**src/rtl/cpu_pkg.sv**
```systemverilog
// Shared encodings for the accumulator CPU sequencer: opcodes, phases,
// ALU operation codes and the sequencer run-state.
package cpu_pkg;

    localparam logic [2:0] OP_HLT = 3'd0;
    localparam logic [2:0] OP_SKZ = 3'd1;
    localparam logic [2:0] OP_ADD = 3'd2;
    localparam logic [2:0] OP_AND = 3'd3;
    localparam logic [2:0] OP_XOR = 3'd4;
    localparam logic [2:0] OP_LDA = 3'd5;
    localparam logic [2:0] OP_STO = 3'd6;
    localparam logic [2:0] OP_JMP = 3'd7;

    localparam logic [2:0] P_INST_ADDR  = 3'd0;
    localparam logic [2:0] P_INST_FETCH = 3'd1;
    localparam logic [2:0] P_INST_LOAD  = 3'd2;
    localparam logic [2:0] P_IDLE       = 3'd3;
    localparam logic [2:0] P_OP_ADDR    = 3'd4;
    localparam logic [2:0] P_OP_FETCH   = 3'd5;
    localparam logic [2:0] P_ALU_OP     = 3'd6;
    localparam logic [2:0] P_STORE      = 3'd7;

    localparam logic [1:0] ALU_ADD  = 2'b00;
    localparam logic [1:0] ALU_AND  = 2'b01;
    localparam logic [1:0] ALU_XOR  = 2'b10;
    localparam logic [1:0] ALU_PASS = 2'b11;

    typedef enum logic [1:0] {
        ST_RUN    = 2'd0,
        ST_HALTED = 2'd1,
        ST_WAIT   = 2'd2
    } seq_state_e;

    // Opcodes that read an operand from memory and load ACC.
    function automatic logic is_aluop(input logic [2:0] op);
        return (op == OP_ADD) || (op == OP_AND) || (op == OP_XOR) || (op == OP_LDA);
    endfunction

    function automatic logic is_arith(input logic [2:0] op);
        return (op == OP_ADD) || (op == OP_AND) || (op == OP_XOR);
    endfunction

    function automatic logic [1:0] alu_op_of(input logic [2:0] op);
        logic [1:0] r;
        case (op)
            OP_ADD:  r = ALU_ADD;
            OP_AND:  r = ALU_AND;
            OP_XOR:  r = ALU_XOR;
            default: r = ALU_PASS;
        endcase
        return r;
    endfunction

endpackage

```
**src/rtl/cpu_phase_decode.sv**
```systemverilog
// Combinational decode of (phase, state, opcode, zero_q) into datapath strobes.
// Kept free of state so the whole table can be swept on its own.
module cpu_phase_decode
    import cpu_pkg::*;
#(
    parameter int OPCODE_W = 3
) (
    input  logic [2:0]          phase,
    input  logic [1:0]          state,
    input  logic [OPCODE_W-1:0] opcode,
    input  logic                zero_q,
    output logic                addr_sel,
    output logic                mem_rd,
    output logic                mem_wr,
    output logic                ir_ld,
    output logic                pc_inc,
    output logic                pc_ld,
    output logic                acc_ld,
    output logic                alu_to_acc,
    output logic [1:0]          alu_op,
    output logic                halted
);

    logic [2:0] op;
    logic       op_alu;
    logic       op_arith;
    logic       op_skz;
    logic       op_sto;
    logic       op_jmp;

    assign op       = 3'(opcode);
    assign op_alu   = is_aluop(op);
    assign op_arith = is_arith(op);
    assign op_skz   = (op == OP_SKZ);
    assign op_sto   = (op == OP_STO);
    assign op_jmp   = (op == OP_JMP);

    assign halted = (state == ST_HALTED);

    always_comb begin
        addr_sel   = 1'b1;
        mem_rd     = 1'b0;
        mem_wr     = 1'b0;
        ir_ld      = 1'b0;
        pc_inc     = 1'b0;
        pc_ld      = 1'b0;
        acc_ld     = 1'b0;
        alu_to_acc = 1'b0;
        alu_op     = ALU_PASS;

        // HALTED and WAIT keep the bus pointed at PC with every strobe idle.
        if (state == ST_RUN) begin
            case (phase)
                P_INST_ADDR: begin
                    addr_sel = 1'b1;
                end
                P_INST_FETCH: begin
                    mem_rd = 1'b1;
                end
                P_INST_LOAD, P_IDLE: begin
                    mem_rd = 1'b1;
                    ir_ld  = 1'b1;
                end
                P_OP_ADDR: begin
                    addr_sel = 1'b0;
                    pc_inc   = 1'b1;
                end
                P_OP_FETCH: begin
                    addr_sel = 1'b0;
                    mem_rd   = op_alu;
                end
                P_ALU_OP: begin
                    addr_sel = 1'b0;
                    mem_rd   = op_alu;
                    pc_inc   = op_skz & zero_q;
                    pc_ld    = op_jmp;
                end
                P_STORE: begin
                    addr_sel = 1'b0;
                    mem_rd   = op_alu;
                    acc_ld   = op_alu;
                    pc_ld    = op_jmp;
                    mem_wr   = op_sto;
                end
                default: begin
                    addr_sel = 1'b1;
                end
            endcase

            // ALU select is only meaningful once the operand cycle begins.
            if (phase[2]) begin
                alu_op     = alu_op_of(op);
                alu_to_acc = op_arith;
            end
        end
    end

endmodule

```
**src/rtl/cpu_phase_sequencer.sv**
```systemverilog
// Eight-phase fetch/execute sequencer with halt/resume and single-step control.
// Holds phase, run-state and the sampled zero flag; decode is delegated.
module cpu_phase_sequencer
    import cpu_pkg::*;
#(
    parameter int OPCODE_W = 3,
    parameter bit STEP_EN  = 1'b1
) (
    input  logic                clk,
    input  logic                rst,
    input  logic [OPCODE_W-1:0] opcode,
    input  logic                acc_zero,
    input  logic                resume,
    input  logic                step_mode,
    input  logic                step,
    output logic                addr_sel,
    output logic                mem_rd,
    output logic                mem_wr,
    output logic                ir_ld,
    output logic                pc_inc,
    output logic                pc_ld,
    output logic                acc_ld,
    output logic                alu_to_acc,
    output logic [1:0]          alu_op,
    output logic                halted,
    output logic [2:0]          phase,
    output logic [1:0]          seq_state
);

    seq_state_e state_q, state_d;
    logic [2:0] phase_q, phase_d;
    logic       zero_q, zero_d;
    logic       step_mode_en;
    logic [2:0] op;

    assign op           = 3'(opcode);
    assign step_mode_en = STEP_EN && step_mode;

    always_ff @(posedge clk or negedge rst) begin
        if (!rst) begin
            state_q <= ST_RUN;
            phase_q <= P_INST_ADDR;
            zero_q  <= 1'b0;
        end else begin
            state_q <= state_d;
            phase_q <= phase_d;
            zero_q  <= zero_d;
        end
    end

    // Handshake: resume and step are single-cycle pulses, each sampled only in
    // its own waiting state (HALTED / WAIT) and ignored elsewhere; halted is
    // the status the debugger watches before issuing resume.
    always_comb begin
        state_d = state_q;
        phase_d = phase_q;
        zero_d  = zero_q;
        case (state_q)
            ST_RUN: begin
                phase_d = phase_q + 3'd1;
                if (phase_q == P_OP_FETCH) begin
                    zero_d = acc_zero;
                end
                // The wrap 4 -> 5 already leaves phase at 5 for the halt.
                if ((phase_q == P_OP_ADDR) && (op == OP_HLT)) begin
                    state_d = ST_HALTED;
                end
                if ((phase_q == P_STORE) && step_mode_en) begin
                    state_d = ST_WAIT;
                end
            end
            ST_HALTED: begin
                if (resume) begin
                    state_d = ST_RUN;
                end
            end
            ST_WAIT: begin
                if (step || !step_mode_en) begin
                    state_d = ST_RUN;
                end
            end
            default: begin
                state_d = ST_RUN;
                phase_d = P_INST_ADDR;
            end
        endcase
    end

    assign phase     = phase_q;
    assign seq_state = state_q;

    cpu_phase_decode #(
        .OPCODE_W (OPCODE_W)
    ) u_decode (
        .phase      (phase_q),
        .state      (state_q),
        .opcode     (opcode),
        .zero_q     (zero_q),
        .addr_sel   (addr_sel),
        .mem_rd     (mem_rd),
        .mem_wr     (mem_wr),
        .ir_ld      (ir_ld),
        .pc_inc     (pc_inc),
        .pc_ld      (pc_ld),
        .acc_ld     (acc_ld),
        .alu_to_acc (alu_to_acc),
        .alu_op     (alu_op),
        .halted     (halted)
    );

endmodule
```
**config.mk**
```make
export PLATFORM = sky130hd
export DESIGN_NAME = cpu_phase_sequencer
export DESIGN_NICKNAME = d
export VERILOG_FILES = /design/src/rtl/cpu_pkg.sv /design/src/rtl/cpu_phase_decode.sv /design/src/rtl/cpu_phase_sequencer.sv
export SDC_FILE = /design/constraint.sdc
export NUM_CORES = 1
export LEC_CHECK = 0
export CAP_MARGIN = 20
export CORE_UTILIZATION = 36
export DETAILED_ROUTE_END_ITERATION = 10
export GPL_ROUTABILITY_DRIVEN = 0
export GPL_TIMING_DRIVEN = 1
export PLACE_DENSITY = 0.74
export SKIP_LAST_GASP = 1
export SYNTH_ARGS = -nofsm -noshare
export SYNTH_HDL_FRONTEND = slang
export SYNTH_SLANG_ARGS = --single-unit
```
**constraint.sdc**
```tcl
create_clock -name clk -period 1.6 [get_ports clk]
set_clock_uncertainty 0.15 [all_clocks]
set_input_delay 0.24 -clock clk [delete_from_list [all_inputs] [get_ports clk]]
set_output_delay 0.24 -clock clk [all_outputs]
set_load 0.02 [all_outputs]
```
* Word level (Yosys, flattened, before mapping)
Index checks and enable logic that the tools add are counted.
Cells by class: multiplexer cells 25, bitwise logic cells 1, reduce and logical (&&, ||, !) cells 17, equality and inequality tests 19, add/subtract/negate cells 1
Operators with widths (number):
- $eq 3x3->1 const B | 8
- $mux 1 | 14
- $eq 3x2->1 const B | 4
- $mux 2 | 6
- $pmux 2 s3 | 2
- $eq 3x1->1 const B | 2
- $pmux 3 s2 | 1
- $reduce_or 2->1 | 3
- $reduce_or 3->1 | 2
- $logic_or 1x1->1 | 4
- $ne 2x2->1 const B | 2
- $pmux 1 s2 | 2
- $reduce_or 4->1 | 1
- $add 3x1->3 const B | 1
- $logic_not 3->1 | 1
- $ne 3x3->1 const B | 1
- $reduce_and 3->1 | 1
- $eq 2x1->1 const B | 1
- $eq 2x2->1 const B | 1
- $logic_and 1x1->1 | 2
- $logic_not 2->1 | 1
- $reduce_and 2->1 | 1
- $and 1x1->1 | 1
- $logic_not 1->1 | 1
Storage, ports and cells: register bits 6, output and inout bits 16, word-level logic and storage cells 66, input bits 9

* Logic depth before layout (Yosys ltp)
word-level depth 6, gate-level depth with buffers 6, mapped depth without buffers 6

* Cells and area by module
A second synthesis with hierarchy kept.
Unflattened totals: cells, all modules 63, area total of the unflattened synthesis 526.8 sq um
Modules (own cells, without submodules):
- cpu_phase_sequencer | area each 394.1 sq um, sequential area each 150.1 sq um, cells an instance 42, instances 1
- cpu_phase_decode | area each 132.6 sq um, sequential area each 0.0 sq um, cells an instance 21, instances 1

* Worst setup path after synthesis
No wires, ideal clock.
path kind flip-flop to output port, start register phase_q[0], in the netlist phase[0], end output port addr_sel, data required time 1210 ps, buffers on the path 0, cell stages (with the launch flop) 6, setup slack -369 ps, arrival time 1579 ps, cells stage by stage dfrtp_1 inv_1 ha_1 nor3_1 nor2_1 o21ai_0
Between the ends: cells in the longest elaborated chain, start to end 4, elaborated cells between the ends (all ways) 7, classes of those cells 4 x eq/ne; 2 x mux; 1 x reduce/logical
Ends and longest elaborated chain:
- start: declaration | RTL line cpu_phase_sequencer.sv:31 | logic [2:0] phase_q, phase_d;
- start signal: assignment | RTL line cpu_phase_sequencer.sv:46 | phase_q <= phase_d;
- $eq 3x3->1 | RTL line cpu_phase_decode.sv:53 | case (phase)
- $reduce_or 4->1 (no line) *
- $mux 1 * | RTL line cpu_phase_decode.sv:53
- $mux 1 * | RTL line cpu_phase_decode.sv:52 | if (state == ST_RUN) begin
- end: declaration | RTL line cpu_phase_sequencer.sv:16 | output logic addr_sel,
Mark *: on every way between the ends. The rest lies on a longest branch, timed or not.

* Final worst setup path
start register phase_q[0], in the netlist phase[0], end output port mem_rd
Between the ends: cells in the longest elaborated chain, start to end 4, elaborated cells between the ends (all ways) 10, classes of those cells 6 x eq/ne; 2 x mux; 2 x reduce/logical
Ends and longest elaborated chain:
- $eq 3x3->1, or another cell as far along | RTL line cpu_phase_decode.sv:53
- $reduce_or 3->1 (no line)
- $pmux 1 s2 * | RTL line cpu_phase_decode.sv:53
- $mux 1 * | RTL line cpu_phase_decode.sv:52
- end: declaration | RTL line cpu_phase_sequencer.sv:17 | output logic mem_rd,
Marked as above.

==> metrics.md <==
| Metric | Value |
|---|---|
| Num rows | 13 |
| Clock transition at the registers of the reported paths | 0.06 ns |
| Startpoint types | register |
| Status | finished with violations |
| Critical Path RT | 1.21 ns |
| Initial DRC count | 19 |
| Violated checks | negative setup slack |
| WP data arrival | 1.57 ns |
| Synth top area share | 27.0% |
| Die span in x | 41.3 um |
| Crit Path Category | register to output port |
| Root Driver | clkbuf_4 |
| Total power | 3.13 mW |
| Worst-Margin Slew | 0.322 ns |
| Finish-stage setup viols | 13 |
| Area leader, netlist | dfrtp_1 |
| P_leak | ~0.57 nW |
| Worst setup EP type | output port |
| Synth top cells by count | 12 x nand2_1, 10 x nor2_1, 9 x ha_1, 6 x dfrtp_1, 6 x inv_1 |
| Core ar. | approximately 1400 um^2 |
| Cell area after placement | 1100 um^2 |
| Final nets | 148 |
| Min cycle time layout | 1.96 ns |
| Cells after Synth | 74 |
| TritonCTS clock tree | yes |
| Fillers | 29 |
| Vias in the first global route | between 700 and 800 |
| EDFF count, synth | 0 |
| Drt pass-1 iters | 4 |
| Final Instance Area | 1320 um^2 |
| I/O Pins | 25 |
| Fmax | approximately 0.51 GHz |
| Vias | 869 |
| # port buffers | 24 |
| Layout cells sized above 1 | 67.4% |
| CTS sink count | 6 |
| Final Max Slew Viols | 0 |
| Via/cell ratio | 6.03 |
| Routed wire length | between 3000 and 4000 um |
| FF-to-FF setup slack | -0.03 ns |
| Total of max-cap violations | 0 |
| Dominant cells by area after synthesis | dfrtp_1 27%, ha_1 20%, nand2_1 8.1%, nor2_1 6.7%, a21oi_1 4.5% |
| Syn_area_per_cell | 7.52 um^2 |
| Power per cell area | 2380 nW/um^2 |
| CTS H-Tree Depth | 1 |
| Initial Utilization | around two fifths |
| Die footprint | 1710 um^2 |
| Synth Register Bits | 6 |
| Util after Layout | between 90 and 100% |
| Skew-Pair Late Insertion Delay | 0.25 ns |
| Post-synth ARST share | 100% |
| Hold buffers post-CTS | 0 |
| Max transition margin | 78.3% |
| Fin crit share | 123% |
| Worst Path Max Fanout | 6 |
| Yosys cell types | 21 |
| Synthesized Nets | 92 |
| Num CTS Buffers | 3 |
| Detail Placement HPWL | around 1300 um |
| Total GRT Usage | 30.5% |
| First-pass GRT wire length | 3270 um |
| CTS Buffer Depth | 2 |
| Primary FF master, synth | dfrtp_1 |
| R2r worst-path depth | 4 |
| Post-Route Setup TNS | -2.58 ns |
| Die H | 41.3 um |
| HP Class | input pin to async pin |
| Seq/Total Area, Yosys | 27.0% |
| Initial antenna violation count | 0 |
| Most frequent cell after synthesis | nand2_1 |
| Diode count | 0 |
| ANT nets after route | 0 |
| Ys Warns | 0 |
| Post-Syn Area | 557 um^2 |
| Fin. Hold Viols | 0 |
| # DRC | 0 |
| DR WL/cell | 22.9 um |
| Max rail drop VDD | ~1.8 mV |
| GR Overflow Total | 0 |
| RSZ-0062 raised after global routing | yes |
| PnR worst setup slack | -0.365 ns |
| Layout area overhead | 137% |
| Largest net degree at the start of global routing | 8 |
[cell families (layout without fill, tap and decap cells)]
group	Yosys count	count (layout)	share of synthesized area [%]
mux	1	1	2.02
flops	6	6	27.0
compound gates	14	14	14.6
fa+ha+maj	9	9	20.2
xor+xnor	1	1	1.57
simple gates	35	35	28.8
buf+inv	8	63	5.84
[worst paths after layout]
kind,start,end
worst max-delay path,phase[0],mem_rd
worst min-delay path,rst,phase[2]
worst max register to register,phase[0],phase[2]
worst min register to register,zero_q,zero_q
max in group asynchronous,rst,seq_state[0]
min in group clk,zero_q,zero_q
[cell usage in the layout, fill, tap and decap left out, types with 2 or more instances in the layout]
cell type        synthesis  final
nand2_1                 12      9
nor3_4                   0      2
dfrtp_2                  0      5
buf_4                    0     27
nor3_2                   0      2
nand3_2                  0      2
inv_4                    0      2
clkdlybuf4s50_1          0      5
a21oi_1                  5      3
buf_6                    0     12
nor2_2                   0      2
inv_2                    0      3
nor2_1                  10      7
clkbuf_4                 0      3
nand2_4                  0      2
nor2b_2                  0      2
o21ai_2                  0      3
dlygate4sd2_1            0      5
clkdlybuf4s15_1          0      2
buf_2                    2      2
o21ai_0                  5      2
ha_4                     0      9
[power breakdown]
part / switching [mW] / leakage (nW) / internal [mW]
Clock: 0.0637 / 0.0150 / 0.0950
Sequential: 0.131 / 0.0692 / 0.241
Combinational: 1.34 / 0.486 / 1.26
Total: 1.53 / 0.570 / 1.60
[per-layer routing]
layer  part of all wire, %  GRT usage [%]  vias to the layer above  wire (um)
met3                   7.6           3.72                       38        250
met2                    47           64.5                       70       1560
met4                    10           4.84                        0        339
li1                      -              -                      362          -
met5                     0              0                        -          0
met1                    35           31.3                      399       1150
[registers in the layout, indices dropped and copies added, names as in the netlist]
signal,count
phase,3
seq_state,2
zero_q,1
[metrics by stage]
stage / instances / hold WS [ns] / worst slack (ns)
floorplan: 74 / -0.206 / -0.0104
global placement: 132 / 0.337 / -0.617
detailed placement: 132 / 0.338 / -0.629
CTS: 144 / 0.0770 / -0.320
global route: 144 / 0.0989 / -0.409
finish: 144 / 0.0797 / -0.365
[final cells by class]
class                           instances  area, um^2  area share (%)
Tap cell                               15        18.8            1.42
Clock buffer                            4        26.3            1.99
Inverter                                6        27.5            2.09
Sequential cell                         6         156            11.9
Timing Repair Buffer                   53         462            35.0
Multi-Input combinational cell         60         628            47.6
[worst max-delay path: stages (launching register included)]
cell	delay, ns
dfrtp_2	0.48
inv_4	0.08
ha_4	0.20
nor2_2	0.10
nor2_1	0.05
o31a_1	0.28
buf_6	0.13
[repair_timing]
item | in CTS | in global routing
gates resized for setup | 71 | 36
buffers inserted | 8 | 6
endpoints found under the setup margin | 18 | 16
pin swaps | 3 | 13
(Power assumes the default switching activity.)
